==> config.mk <==
export PLATFORM = sky130hd
export DESIGN_NAME = pipeline_sequencer
export DESIGN_NICKNAME = d
export VERILOG_FILES = /design/src/rtl/pipeline_sequencer.sv
export SDC_FILE = /design/constraint.sdc
export NUM_CORES = 1
export LEC_CHECK = 0
export ABC_AREA = 1
export ABC_CLOCK_PERIOD_IN_PS = 4860
export CAP_MARGIN = 20
export CELL_PAD_IN_SITES_DETAIL_PLACEMENT = 0
export CELL_PAD_IN_SITES_GLOBAL_PLACEMENT = 1
export CORE_MARGIN = 1
export CORE_UTILIZATION = 36
export DETAILED_ROUTE_END_ITERATION = 6
export MAX_ROUTING_LAYER = met4
export PLACE_DENSITY_LB_ADDON = 0.1
export SYNTH_ARGS = -nofsm -noshare
export SYNTH_HDL_FRONTEND = slang
export SYNTH_SLANG_ARGS = --single-unit
==> constraint.sdc <==
create_clock -name clock -period 4.86 [get_ports clock]
set_clock_uncertainty 0.05 [all_clocks]
set_input_delay 0.729 -clock clock [delete_from_list [all_inputs] [get_ports clock]]
set_output_delay 0.729 -clock clock [all_outputs]
set_load 0.02 [all_outputs]
==> src/rtl/pipeline_sequencer.sv <==
// Central pipeline sequencer for the 5-stage CPU.
// Turns hazard, branch, ALU and debug events into PC and pipeline-buffer
// controls. It also tracks the halt/drain/step state, captures overflow
// exceptions and counts active cycles.
module pipeline_sequencer #(
    parameter int ADDR_W       = 16,
    parameter int CNT_W        = 16,
    parameter int DRAIN_CYCLES = 3
) (
    input  logic              clock,
    input  logic              reset,
    input  logic              id_halt,
    input  logic              id_jump,
    input  logic              id_load_use,
    input  logic              ex_branch_taken,
    input  logic              ex_overflow,
    input  logic [ADDR_W-1:0] ex_pc,
    input  logic              resume,
    input  logic              step,
    input  logic              exc_clear,
    output logic              pc_write,
    output logic [1:0]        pc_sel,
    output logic              if_id_hold,
    output logic              if_id_flush,
    output logic              id_ex_flush,
    output logic              ex_mem_flush,
    output logic [1:0]        state,
    output logic              halted,
    output logic [ADDR_W-1:0] epc,
    output logic              exc_flag,
    output logic [CNT_W-1:0]  cycle_count
);

    // The drain counter only ever holds values 0 .. DRAIN_CYCLES-1.
    localparam int DW = (DRAIN_CYCLES > 1) ? $clog2(DRAIN_CYCLES) : 1;
    localparam logic [DW-1:0] DRAIN_INIT = DW'(DRAIN_CYCLES - 1);

    // Values driven on the next-PC mux select.
    localparam logic [1:0] PC_SEL_SEQ    = 2'd0;
    localparam logic [1:0] PC_SEL_TARGET = 2'd1;
    localparam logic [1:0] PC_SEL_VECTOR = 2'd2;

    typedef enum logic [1:0] {
        ST_RUN    = 2'd0,
        ST_DRAIN  = 2'd1,
        ST_HALTED = 2'd2,
        ST_STEP   = 2'd3
    } seqState_e;

    seqState_e         state_q,  state_d;
    logic [DW-1:0]     drain_q,  drain_d;
    logic [ADDR_W-1:0] epc_q,    epc_d;
    logic              exc_q,    exc_d;
    logic [CNT_W-1:0]  cnt_q,    cnt_d;

    // State, drain counter, exception capture and cycle counter registers.
    always_ff @(posedge clock or negedge reset) begin
        if (!reset) begin
            state_q <= ST_RUN;
            drain_q <= '0;
            epc_q   <= '0;
            exc_q   <= 1'b0;
            cnt_q   <= '0;
        end else begin
            state_q <= state_d;
            drain_q <= drain_d;
            epc_q   <= epc_d;
            exc_q   <= exc_d;
            cnt_q   <= cnt_d;
        end
    end

    // Next-state logic and Mealy pipeline controls, one event acting per cycle in RUN.
    always_comb begin
        state_d      = state_q;
        drain_d      = drain_q;
        epc_d        = epc_q;
        exc_d        = exc_q;
        pc_write     = 1'b0;
        pc_sel       = PC_SEL_SEQ;
        if_id_hold   = 1'b0;
        if_id_flush  = 1'b0;
        id_ex_flush  = 1'b0;
        ex_mem_flush = 1'b0;

        if (exc_clear) begin
            exc_d = 1'b0;
        end

        case (state_q)
            ST_RUN: begin
                pc_write = 1'b1;
                if (ex_overflow) begin
                    pc_sel       = PC_SEL_VECTOR;
                    if_id_flush  = 1'b1;
                    id_ex_flush  = 1'b1;
                    ex_mem_flush = 1'b1;
                    epc_d        = ex_pc;
                    exc_d        = 1'b1;
                end else if (ex_branch_taken) begin
                    pc_sel      = PC_SEL_TARGET;
                    if_id_flush = 1'b1;
                    id_ex_flush = 1'b1;
                end else if (id_load_use) begin
                    pc_write    = 1'b0;
                    if_id_hold  = 1'b1;
                    id_ex_flush = 1'b1;
                end else if (id_jump) begin
                    pc_sel      = PC_SEL_TARGET;
                    if_id_flush = 1'b1;
                end else if (id_halt) begin
                    pc_write    = 1'b0;
                    if_id_flush = 1'b1;
                    state_d     = ST_DRAIN;
                    drain_d     = DRAIN_INIT;
                end
            end

            ST_DRAIN: begin
                if_id_flush = 1'b1;
                if (drain_q == '0) begin
                    state_d = ST_HALTED;
                end else begin
                    drain_d = drain_q - DW'(1);
                end
            end

            ST_HALTED: begin
                if_id_flush = 1'b1;
                if (resume) begin
                    state_d = ST_RUN;
                end else if (step) begin
                    state_d = ST_STEP;
                end
            end

            ST_STEP: begin
                pc_write = 1'b1;
                state_d  = ST_DRAIN;
                drain_d  = DRAIN_INIT;
            end

            default: begin
                state_d = ST_RUN;
            end
        endcase

        // While reset is held the pipeline is frozen and every buffer is flushed.
        if (!reset) begin
            pc_write     = 1'b0;
            pc_sel       = PC_SEL_SEQ;
            if_id_hold   = 1'b0;
            if_id_flush  = 1'b1;
            id_ex_flush  = 1'b1;
            ex_mem_flush = 1'b1;
        end
    end

    // Saturating count of cycles spent outside HALTED.
    always_comb begin
        cnt_d = cnt_q;
        if (state_q != ST_HALTED && cnt_q != {CNT_W{1'b1}}) begin
            cnt_d = cnt_q + CNT_W'(1);
        end
    end

    assign state       = state_q;
    assign halted      = (state_q == ST_HALTED);
    assign epc         = epc_q;
    assign exc_flag    = exc_q;
    assign cycle_count = cnt_q;

endmodule
==> results.yml <==
sta:
  worst_pin_slew_ps: 616
  fin_crit_ps: 3340
  rsz0062_at_grt: "no"
  setup_tns_ps: 0
  fin_ws_ps: 1520
  relSlewSlack_pct: 58.9
  clock.fmax_mhz: 300
  hold_viol: 0
  timing.hold.ws_ps: 350
  drv_slew: 0
  setup_viol: 0
  period_share_pct: 68.7
setup_path:
  critical_path_class: "input pin to output port"
  r2r_setup_slack_ps: 3050
  r2r-end: "cycle_count[10]"
  startpoint_type: "input pin"
  worstPathArrival_ps: 2560
  required_ps: 4080
  cp_max_fo: 19
  reg2reg_depth: 8
  startpoint: "ex_overflow"
  crit_chain: "clkdlybuf4s50_1 -> nand2_2 -> nand2_1 -> nor3_1 -> a22oi_1 -> clkdlybuf4s50_1"
  cpMaxStageDelayCell: "clkdlybuf4s50_1"
  cpPeakStageDelay_ps: 630
  rr_startpoint: "cycle_count[0]"
  critical_path.most_common_cell: "clkdlybuf4s50_1"
  cp-end-kind: "output port"
power:
  total_power_mw: 1.58
  p_sw_share_pct: 39.4
  p_leak_nw: 1.28
  p_seq_share_pct: 32.8
  p_int_mw: 0.956
  combinationalPowerShare_pct: 50.0
  clkPwrFrac_pct: 17.3
  p_per_area_mw_per_mm2: 536
  irDropWorstVdd_uv: 322
  p_sw_mw: 0.621
clock_tree:
  postCtsSetupBuffers: 0
  insertion_delay_ps: 290
  cts.sinks: 37
  ctsRootBufferMaster: "clkbuf_8"
  postCtsResizedCells: 0
  clockBufferDepth: 2
  ctsHoldBuffers: 0
  clk_pin_slew_ps: 80
  h-tree-depth: 2
  cts_buffers: 5
  cts_tree: "built"
detailed_routing:
  drtIter0Drc: 68
  antenna_left: 0
  dr_total_vias: 1822
  drt_drc_violations_left: 0
  wl_per_cell_um: 12.6
  drt_wl_total_mm: 4.93
  dr.pass1.iters: 4
  via_per_inst: 4.66
global_route:
  grt_usage_pct: 18.2
  grt_pass1_vias: 1822
  grt_overflow: 0
  grt_pass1_wl_mm: 8.36
  antenna_found_initial: 0
  grt_max_degree: 23
synthesis:
  syn_area_per_cell_sq_um: 8.49
  synthCells: 246
  ys_warn_count: 0
  syn-num-nets: 279
  ys_types: 27
  synth_seq_cells: 37
  ys_seq_area_share_pct: 44.3
  syn_area_sq_mm: 0.00209
finish:
  drive_gt1_share_pct: 14.1
  diodes: 0
  seqCellArea_sq_um: 926
  mostFrequentLayoutCells: "70 x nand2_1, 67 x clkdlybuf4s50_1, 37 x dfrtp_1"
  multi_input_area_sq_mm: 0.00103
  syn2layout_area_growth_pct: 40.8
  mostFrequentLayoutCell: "nand2_1"
  fillers: 550
  nNetsFinal: 351
  instances_no_fill: 391
floorplan:
  initial_core_util_pct: 37.7
  fp.dieH_um: 78.2
  dieArea_sq_mm: 0.00611
  io_pins: 69
  num_rows: 27
  coreArea_sq_mm: 0.00554
  die_x_um: 78.2
placed_design:
  place_congestion: 0.801
  portBuffers: 68
  dpl_worst_slack_ps: 1510
  placed_cells_incl_taps: 383
  dpl.hpwl_mm: 3.78
job:
  drv_cap: 0
status:
  status: "finished clean"
min_path:
  hp-class: "input pin to asynchronous set/reset pin"
## worst max-delay path by stage
| stage | endpoint | slack, ps | depth (start not counted) |
|---|---|---|---|
| 2_1_floorplan | if_id_flush | 2410 | 7 |
| 3_3_place_gp | if_id_flush | 1530 | 6 |
| 3_5_place_dp | if_id_flush | 1510 | 6 |
| 4_1_cts | if_id_flush | 1500 | 6 |
| 5_1_grt | if_id_flush | 1350 | 7 |
| 6_report | if_id_flush | 1520 | 6 |
## metal layers
layer | wire length, um | vias to the layer above | track usage (%) | part of all wire (%)
met2 | 2320 | 34 | 28.4 | 47
met5 | 0 | - | - | 0
met1 | 2360 | 850 | 23.7 | 48
met4 | 43 | 0 | 6.11 | 0.87
li1 | - | 934 | - | -
met3 | 206 | 4 | 3.37 | 4.2
## flip-flops by register name (all words and copies together) (netlist names)
signal and count:
state 2, drain_q 2, cycle_count 16, epc 16
exc_flag 1
## power by group through the flow
stage / logic, mW / registers, mW / clock network, mW
CTS: 0.798 / 0.519 / 0.284
floorplan: 0.340 / 0.639 / 0
global placement: 0.792 / 0.522 / 0
detailed placement: 0.794 / 0.523 / 0
finish: 0.788 / 0.517 / 0.273
global route: 0.861 / 0.536 / 0.297
## final cells by class
class / instances / share of cell area, %
Clock buffer: 5 / 2.34
Clock inverter: 3 / 1.57
Inverter: 25 / 3.27
Multi-Input combinational cell: 180 / 35.1
Sequential cell: 37 / 31.5
Tap cell: 72 / 3.06
Timing Repair Buffer: 69 / 23.2
## worst max-delay path: cells and delay by family
| family | cells | cell delay [ps] |
|---|---|---|
| buffers and inverters | 2 | 1170 |
| AO/OA/AOI/OAI | 1 | 150 |
| AND/OR/NAND/NOR | 3 | 510 |
## synthesized netlist by cell type
| library cell | instances | area [sq um] |
|---|---|---|
| nand2_4 | 1 | 11.3 |
| nor4_1 | 1 | 6.26 |
| inv_4 | 1 | 6.26 |
| nand3_2 | 1 | 10.0 |
| buf_2 | 1 | 5.00 |
| buf_6 | 2 | 22.5 |
| buf_4 | 1 | 7.51 |
| o21ai_0 | 10 | 50.1 |
| nand2_2 | 5 | 31.3 |
| nand3b_1 | 3 | 22.5 |
| nor2_2 | 2 | 12.5 |
| nor3_1 | 5 | 25.0 |
| o21ai_2 | 5 | 43.8 |
| dfrtp_1 | 37 | 926 |
| nand4_1 | 6 | 37.5 |
| nor2_1 | 23 | 86.3 |
| a22oi_1 | 1 | 7.51 |
| nand2_1 | 70 | 263 |
| nand3_1 | 12 | 60.1 |
| a21oi_1 | 3 | 15.0 |
| a21boi_0 | 1 | 7.51 |
| mux2_2 | 16 | 180 |
| xnor2_1 | 4 | 35.0 |
| ha_1 | 7 | 87.6 |
| nor2_4 | 3 | 33.8 |
| inv_1 | 24 | 90.1 |
| or2_2 | 1 | 6.26 |
## per-stage QoR
stage | util, % | instance area, sq um
global route | 53.1 | 2940
floorplan | - | 2090
CTS | 53.1 | 2940
detailed placement | 51.0 | 2830
global placement | 51.0 | 2830
finish | 53.1 | 2940
## cells by family (layout without fill, tap and decap cells)
kind of cell	after synthesis	after routing	share of synthesized area [%]
AOI/OAI and AO/OA	20	20	5.93
xor gates and xnor gates	4	4	1.68
adders and majority gates	7	7	4.19
buffers and inverters	29	102	6.29
DFF	37	37	44.3
muxes	16	16	8.62
and+or+nand+nor	133	133	29.0
(Power assumes the default switching activity.)
